`src/rtl/corr_pkg.sv`:
```
// Shared constants for the correlator bank scheduler: state codes, default geometry, sweep length.
package corr_pkg;

  localparam int NLAGS_DEF   = 64;
  localparam int AW_DEF      = 6;
  localparam int INTEG_N_DEF = 1024;
  localparam int RD_LAT_DEF  = 2;

  localparam logic [2:0] ST_IDLE   = 3'd0;
  localparam logic [2:0] ST_CLR    = 3'd1;
  localparam logic [2:0] ST_WAITS  = 3'd2;
  localparam logic [2:0] ST_MAC    = 3'd3;
  localparam logic [2:0] ST_RDSET  = 3'd4;
  localparam logic [2:0] ST_RDWAIT = 3'd5;
  localparam logic [2:0] ST_RDOUT  = 3'd6;

  // A bank sweep keeps the bank busy for one cycle longer than it has lags.
  function automatic int sweep_len(input int nlags);
    return nlags + 1;
  endfunction

endpackage

```
`src/rtl/corr_sweep_timer.sv`:
```
// Load / count-down / expire timer that measures bank sweeps (clear and MAC).
module corr_sweep_timer #(
  parameter int W = 7
) (
  input  logic         clk,
  input  logic         rst,
  input  logic         load,
  input  logic [W-1:0] len,
  output logic         expire
);

  logic [W-1:0] cnt_r;

  // Loaded on sweep entry; expire marks the last cycle of the sweep.
  always_ff @(posedge clk) begin
    if (rst) begin
      cnt_r <= '0;
    end else if (load) begin
      cnt_r <= len;
    end else if (cnt_r != '0) begin
      cnt_r <= cnt_r - W'(1);
    end else begin
      cnt_r <= cnt_r;
    end
  end

  assign expire = (cnt_r == W'(1));

endmodule

```
`src/rtl/corr_bank_sched.sv`:
```
// Frame sequencer for one RAM MAC correlator bank: clear sweep, INTEG_N MAC sweeps, lag readout.
// Optional CORR_DROP_CNT_EN adds a saturating drop_cnt port counting samples dropped this frame.
module corr_bank_sched
  import corr_pkg::*;
#(
  parameter int NLAGS   = NLAGS_DEF,
  parameter int AW      = AW_DEF,
  parameter int INTEG_N = INTEG_N_DEF,
  parameter int RD_LAT  = RD_LAT_DEF
) (
  input  logic          clk,
  input  logic          rst,
  input  logic          start,
  output logic          busy,
  output logic          done,
  input  logic          smp_valid,
  input  logic [7:0]    smp_data,
  output logic          shift_en,
  output logic          bank_clr,
  output logic          bank_sin,
  output logic [7:0]    bank_a,
  output logic          bank_read,
  output logic [AW-1:0] bank_raddr,
  input  logic [31:0]   bank_rdata,
  output logic          out_valid,
  input  logic          out_ready,
  output logic [31:0]   out_data,
  output logic [AW-1:0] out_lag,
  output logic          overrun
`ifdef CORR_DROP_CNT_EN
  ,
  output logic [15:0]   drop_cnt
`endif
);

  localparam int SWEEP = sweep_len(NLAGS);
  localparam int TW    = $clog2(SWEEP + 1);
  localparam int CW    = $clog2(INTEG_N + 1);
  localparam int RW    = $clog2(RD_LAT + 1);

  localparam logic [TW-1:0] SWEEP_V   = TW'(SWEEP);
  localparam logic [CW-1:0] LAST_SMP  = CW'(INTEG_N - 1);
  localparam logic [AW-1:0] LAST_LAG  = AW'(NLAGS - 1);
  localparam logic [RW-1:0] RD_WAIT_V = RW'(RD_LAT - 1);

  logic [2:0]    state_r, state_s;
  logic [CW-1:0] smp_cnt_r, smp_cnt_s;
  logic [AW-1:0] lag_r, lag_s;
  logic [RW-1:0] rd_cnt_r, rd_cnt_s;
  logic [7:0]    a_s;
  logic [AW-1:0] raddr_s, olag_s;
  logic [31:0]   odata_s;
  logic          clr_s, sin_s, read_s, valid_s, done_s, ovr_s, busy_s;
  logic          tmr_load_s, tmr_expire_s;

  corr_sweep_timer #(.W(TW)) u_timer (
    .clk    (clk),
    .rst    (rst),
    .load   (tmr_load_s),
    .len    (SWEEP_V),
    .expire (tmr_expire_s)
  );

  // Next-state and next-output logic; every output is registered below.
  always_comb begin
    state_s    = state_r;
    smp_cnt_s  = smp_cnt_r;
    lag_s      = lag_r;
    rd_cnt_s   = rd_cnt_r;
    a_s        = bank_a;
    raddr_s    = bank_raddr;
    read_s     = bank_read;
    valid_s    = out_valid;
    odata_s    = out_data;
    olag_s     = out_lag;
    ovr_s      = overrun;
    clr_s      = 1'b0;
    sin_s      = 1'b0;
    done_s     = 1'b0;
    tmr_load_s = 1'b0;
    case (state_r)
      ST_IDLE: begin
        if (start) begin
          state_s    = ST_CLR;
          clr_s      = 1'b1;
          tmr_load_s = 1'b1;
          ovr_s      = 1'b0;
          smp_cnt_s  = '0;
          lag_s      = '0;
        end else begin
          state_s = ST_IDLE;
        end
      end
      ST_CLR: begin
        if (tmr_expire_s) begin
          state_s = ST_WAITS;
        end else begin
          state_s = ST_CLR;
        end
      end
      ST_WAITS: begin
        if (smp_valid) begin
          state_s    = ST_MAC;
          a_s        = smp_data;
          sin_s      = 1'b1;
          tmr_load_s = 1'b1;
        end else begin
          state_s = ST_WAITS;
        end
      end
      ST_MAC: begin
        // Samples during a sweep, including its final cycle, are lost.
        if (smp_valid) begin
          ovr_s = 1'b1;
        end else begin
          ovr_s = overrun;
        end
        if (tmr_expire_s) begin
          smp_cnt_s = smp_cnt_r + CW'(1);
          if (smp_cnt_r == LAST_SMP) begin
            state_s = ST_RDSET;
            lag_s   = '0;
            raddr_s = '0;
            read_s  = 1'b1;
          end else begin
            state_s = ST_WAITS;
          end
        end else begin
          state_s = ST_MAC;
        end
      end
      ST_RDSET: begin
        state_s  = ST_RDWAIT;
        rd_cnt_s = RD_WAIT_V;
      end
      ST_RDWAIT: begin
        if (rd_cnt_r == '0) begin
          state_s = ST_RDOUT;
          odata_s = bank_rdata;
          olag_s  = lag_r;
          valid_s = 1'b1;
        end else begin
          rd_cnt_s = rd_cnt_r - RW'(1);
        end
      end
      ST_RDOUT: begin
        if (out_ready) begin
          valid_s = 1'b0;
          if (lag_r == LAST_LAG) begin
            state_s = ST_IDLE;
            done_s  = 1'b1;
            read_s  = 1'b0;
            lag_s   = '0;
            raddr_s = '0;
          end else begin
            state_s = ST_RDSET;
            lag_s   = lag_r + AW'(1);
            raddr_s = lag_r + AW'(1);
          end
        end else begin
          state_s = ST_RDOUT;
        end
      end
      default: begin
        state_s = ST_IDLE;
        read_s  = 1'b0;
        valid_s = 1'b0;
      end
    endcase
    busy_s = (state_s != ST_IDLE);
  end

  // State, counters and registered outputs.
  always_ff @(posedge clk) begin
    if (rst) begin
      state_r    <= ST_IDLE;
      smp_cnt_r  <= '0;
      lag_r      <= '0;
      rd_cnt_r   <= '0;
      busy       <= 1'b0;
      done       <= 1'b0;
      shift_en   <= 1'b0;
      bank_clr   <= 1'b0;
      bank_sin   <= 1'b0;
      bank_a     <= 8'h00;
      bank_read  <= 1'b0;
      bank_raddr <= '0;
      out_valid  <= 1'b0;
      out_data   <= 32'h0000_0000;
      out_lag    <= '0;
      overrun    <= 1'b0;
    end else begin
      state_r    <= state_s;
      smp_cnt_r  <= smp_cnt_s;
      lag_r      <= lag_s;
      rd_cnt_r   <= rd_cnt_s;
      busy       <= busy_s;
      done       <= done_s;
      shift_en   <= sin_s;
      bank_clr   <= clr_s;
      bank_sin   <= sin_s;
      bank_a     <= a_s;
      bank_read  <= read_s;
      bank_raddr <= raddr_s;
      out_valid  <= valid_s;
      out_data   <= odata_s;
      out_lag    <= olag_s;
      overrun    <= ovr_s;
    end
  end

`ifdef CORR_DROP_CNT_EN
  logic drop_s, start_ok_s;
  assign drop_s     = (state_r == ST_MAC) && smp_valid;
  assign start_ok_s = (state_r == ST_IDLE) && start;

  // Saturating per-frame count of dropped samples.
  always_ff @(posedge clk) begin
    if (rst) begin
      drop_cnt <= 16'h0000;
    end else if (start_ok_s) begin
      drop_cnt <= 16'h0000;
    end else if (drop_s && (drop_cnt != 16'hFFFF)) begin
      drop_cnt <= drop_cnt + 16'h0001;
    end else begin
      drop_cnt <= drop_cnt;
    end
  end
`endif

endmodule
```
`config.mk`:
```
export PLATFORM = sky130hd
export DESIGN_NAME = corr_bank_sched
export DESIGN_NICKNAME = d
export VERILOG_FILES = /design/src/rtl/corr_pkg.sv /design/src/rtl/corr_sweep_timer.sv /design/src/rtl/corr_bank_sched.sv
export SDC_FILE = /design/constraint.sdc
export NUM_CORES = 1
export LEC_CHECK = 0
export CELL_PAD_IN_SITES_DETAIL_PLACEMENT = 2
export CELL_PAD_IN_SITES_GLOBAL_PLACEMENT = 2
export CORE_ASPECT_RATIO = 1.75
export CORE_UTILIZATION = 25
export DETAILED_ROUTE_END_ITERATION = 7
export DONT_BUFFER_PORTS = 1
export GPL_TIMING_DRIVEN = 1
export PLACE_DENSITY_LB_ADDON = 0.08
export SLEW_MARGIN = 20
export SYNTH_ARGS = -nofsm -noshare
export SYNTH_HDL_FRONTEND = slang
export SYNTH_SLANG_ARGS = --single-unit
```
`constraint.sdc`:
```
create_clock -name clk -period 1.7 [get_ports clk]
set_input_delay 0.34 -clock clk [delete_from_list [all_inputs] [get_ports clk]]
set_output_delay 0.34 -clock clk [all_outputs]
set_load 0.1 [all_outputs]
```
==> run summary <==
Clk_skew: 0.00996 ns
Width of the die: 93.5 µm
Worst hold path type: in2reg
Status: finished, final reports clean
Htree depth: 3
Worst slew margin: 71.9%
TritonCTS Buffers: 9
Global-route wire length before repair: 19300 µm
Core area: 14400 µm²
Area after DPL: 4520 µm²
Remaining antenna violation count: 0
CP max stage cell: or3b_4
Global Route Usage Sum: 16.5%
CTS sink cnt: 88
Fillers: 1690
Maximum net fanout on the critical path: 7
Detailed placement HPWL: 8950 µm
Final core utilization: 34.0%
Asr flop ratio synth: 0%
Register area: 1770 µm²
CP Depth: 5
Hold buffers post-CTS: 0
Number of max-cap violations: 0
Worst path buffer plus inverter count: 0
Cell Chain, Critical Path: or3b_4 > a21oi_4 > nand4_1 > or4_1 > o21ai_1
Post-route design area: 4890 µm²
Slew Limit Fails: 0
Lkg Pwr: 0.00184 µW
I/O Pins: 105
Mapped Nets: 499
Crit Path Category: reg2reg
CTS tree: done
Crit. End Element: flip-flop
Setup-failing EPs final: 0
Fin crit share: 98.2%
Worst Max-Slew Pin Slew: 0.421 ns
Clock Latency Late Sink: 0.34 ns
Sequential share of the synthesized area: 48.1%
Initial antenna violation count: 0
Mapped Avg Cell Area: 8.18 µm²
Final worst slack: 0.0308 ns
Share of layout cells above drive strength 1: 27.3%
Root Buffer: clkbuf_16
DIE HEIGHT: 162 µm
Via density: 4.84
Largest net degree at the start of global routing: 76
Row count: 58
Reg2reg path depth: 5
RePlAce Congestion: 0.802
Critical Path RT: 1.97 ns
Final wirelength: 12000 µm
Pre-CTS WS: -0.0629 ns
Clk slew on worst S/H paths: 0.07 ns
Final hold violation count: 0
Ant diodes: 0
Clock buffer depth: 2
Hold_ws: 0.0676 ns
Synthesis-stage register bit count: 88
Synth warnings: 0
WL/cell: 16.8 µm
Synthesis-to-finish area growth: 33.5%
Total power: 5490 µW
Drt first pass iters: 4
Post-route minimum period: 1.67 ns
GRT Residual Overflow: 0
CP delay by family, top: simple AND/OR/NAND/NOR gates
Syn Inst Count: 448
Number of flops mapped to enable cells by yosys: 0
Max Clock Freq: 599 MHz
Mapped Area: 3660 µm²
DRC Markers: 0
Via Count: 3458
Vias in the first global route: 3861
PortBufs: 0
Final nets: 580
Worst vdd ir: 694 µV
Crit path arrival time: 1.94 ns
Starting Density: 25.5%
Area of the multi-input gates: 1840 µm²
Hold Path Stages: 1
CP max stage delay: 0.42 ns
Worst setup SP type: flip-flop
Die ar.: 15200 µm²
RSZ-0062 raised after global routing: yes
Detailed Route Iter0 Violations: 66
Pwr Density: 1120 nW/µm²
Synth unique cells: 47
Top FF cell, synth: dfxtp_1
## logic make-up (layout without fill, tap and decap cells)
family | after synthesis | after routing | share of synthesized area (%)
flip-flops | 88 | 88 | 48.1
buffers and inverters | 34 | 120 | 4.10
adder cells (fa/ha/maj) | 6 | 6 | 2.05
XOR/XNOR | 16 | 16 | 3.83
AND/OR/NAND/NOR | 209 | 209 | 26.5
AO/OA/AOI/OAI | 92 | 92 | 14.6
multiplexers | 3 | 3 | 0.820
## through the flow
step,instances,setup TNS [ns]
detailed placement,697,-0.0795
global placement,697,-0.0285
global route,714,-0.0975
CTS,713,0
finish,714,0
floorplan,448,0
## worst reg2reg max path: stages (launching register included)
cell and delay, ns:
dfxtp_2 0.35, or3b_4 0.42, a21oi_4 0.17, nand4_1 0.15, or4_1 0.42, o21ai_1 0.09
## flip-flops by register name, indices dropped and copies added, names as in the netlist, 2 cells and up
| signal | cells |
|---|---|
| bank_a | 8 |
| rd_cnt_r | 2 |
| smp_cnt_r | 11 |
| out_data | 32 |
| state_r | 3 |
| u_timer.cnt_r | 7 |
| lag_r | 6 |
| out_lag | 6 |
| bank_raddr | 6 |
## Yosys cell counts, types with 6 or more instances
cell | instances | area, µm²
nor2_1 | 32 | 120
buf_2 | 9 | 45.0
clkbuf_1 | 14 | 52.6
dfxtp_1 | 88 | 1760
ha_1 | 6 | 75.1
nand2_1 | 112 | 420
nand2b_1 | 9 | 56.3
xor2_1 | 9 | 78.8
a21oi_1 | 60 | 300
xnor2_1 | 7 | 61.3
nand4_1 | 11 | 68.8
nand3_1 | 11 | 55.1
o21ai_0 | 9 | 45.0
inv_1 | 7 | 26.3
## where the power goes
part / total, µW / internal (µW) / switching, µW
combinational: 1330 / 538 / 788
clock: 1890 / 1010 / 881
sequential: 2270 / 2180 / 87.8
## placed cells by master, fill, tap and decap left out, drive strengths merged, types with 3 or more instances in the layout
cell type	count
ha	6
xor2	9
xnor2	7
buf	97
clkinv	3
nand2b	9
o21ai	10
inv	9
or3	4
clkbuf	10
nor2	34
nor4	4
a21oi	62
dfxtp	88
mux2i	3
nor3	7
nand3	11
a211oi	5
nand2	112
and3	5
nor3b	3
nand4	11
## per-layer routing
| metal | track usage [%] | wire (µm) | vias to the layer above |
|---|---|---|---|
| met4 | 5.38 | 116 | 0 |
| met2 | 33.6 | 6930 | 83 |
| li1 | - | - | 1676 |
| met1 | 15.6 | 4310 | 1690 |
| met3 | 3.60 | 631 | 9 |
| met5 | 0 | 0 | - |
## worst paths after layout
| check | start | slack [ns] | endpoint |
|---|---|---|---|
| min reg2reg | bank_a[1] | 0.45 | bank_a[1] |
| max reg2reg | state_r[1] | 0.03 | lag_r[3] |
| max | state_r[1] | 0.03 | lag_r[3] |
| min | rst | 0.07 | out_lag[0] |
## cell type report
class	count	area share, %
multi-input cells	326	37.6
flip-flops and latches	88	36.2
repair buffers	97	15.4
clock buffers	10	4.68
well taps	180	4.60
clock inverters	6	1.05
inverters	7	0.537
## what timing repair did
item | 4_1_cts | 5_1_grt
pin swaps | 0 | 1
buffers inserted | 0 | 1
resized for setup | 4 | 21
setup endpoints to repair | 4 | 40
(Power assumes the default switching activity.)
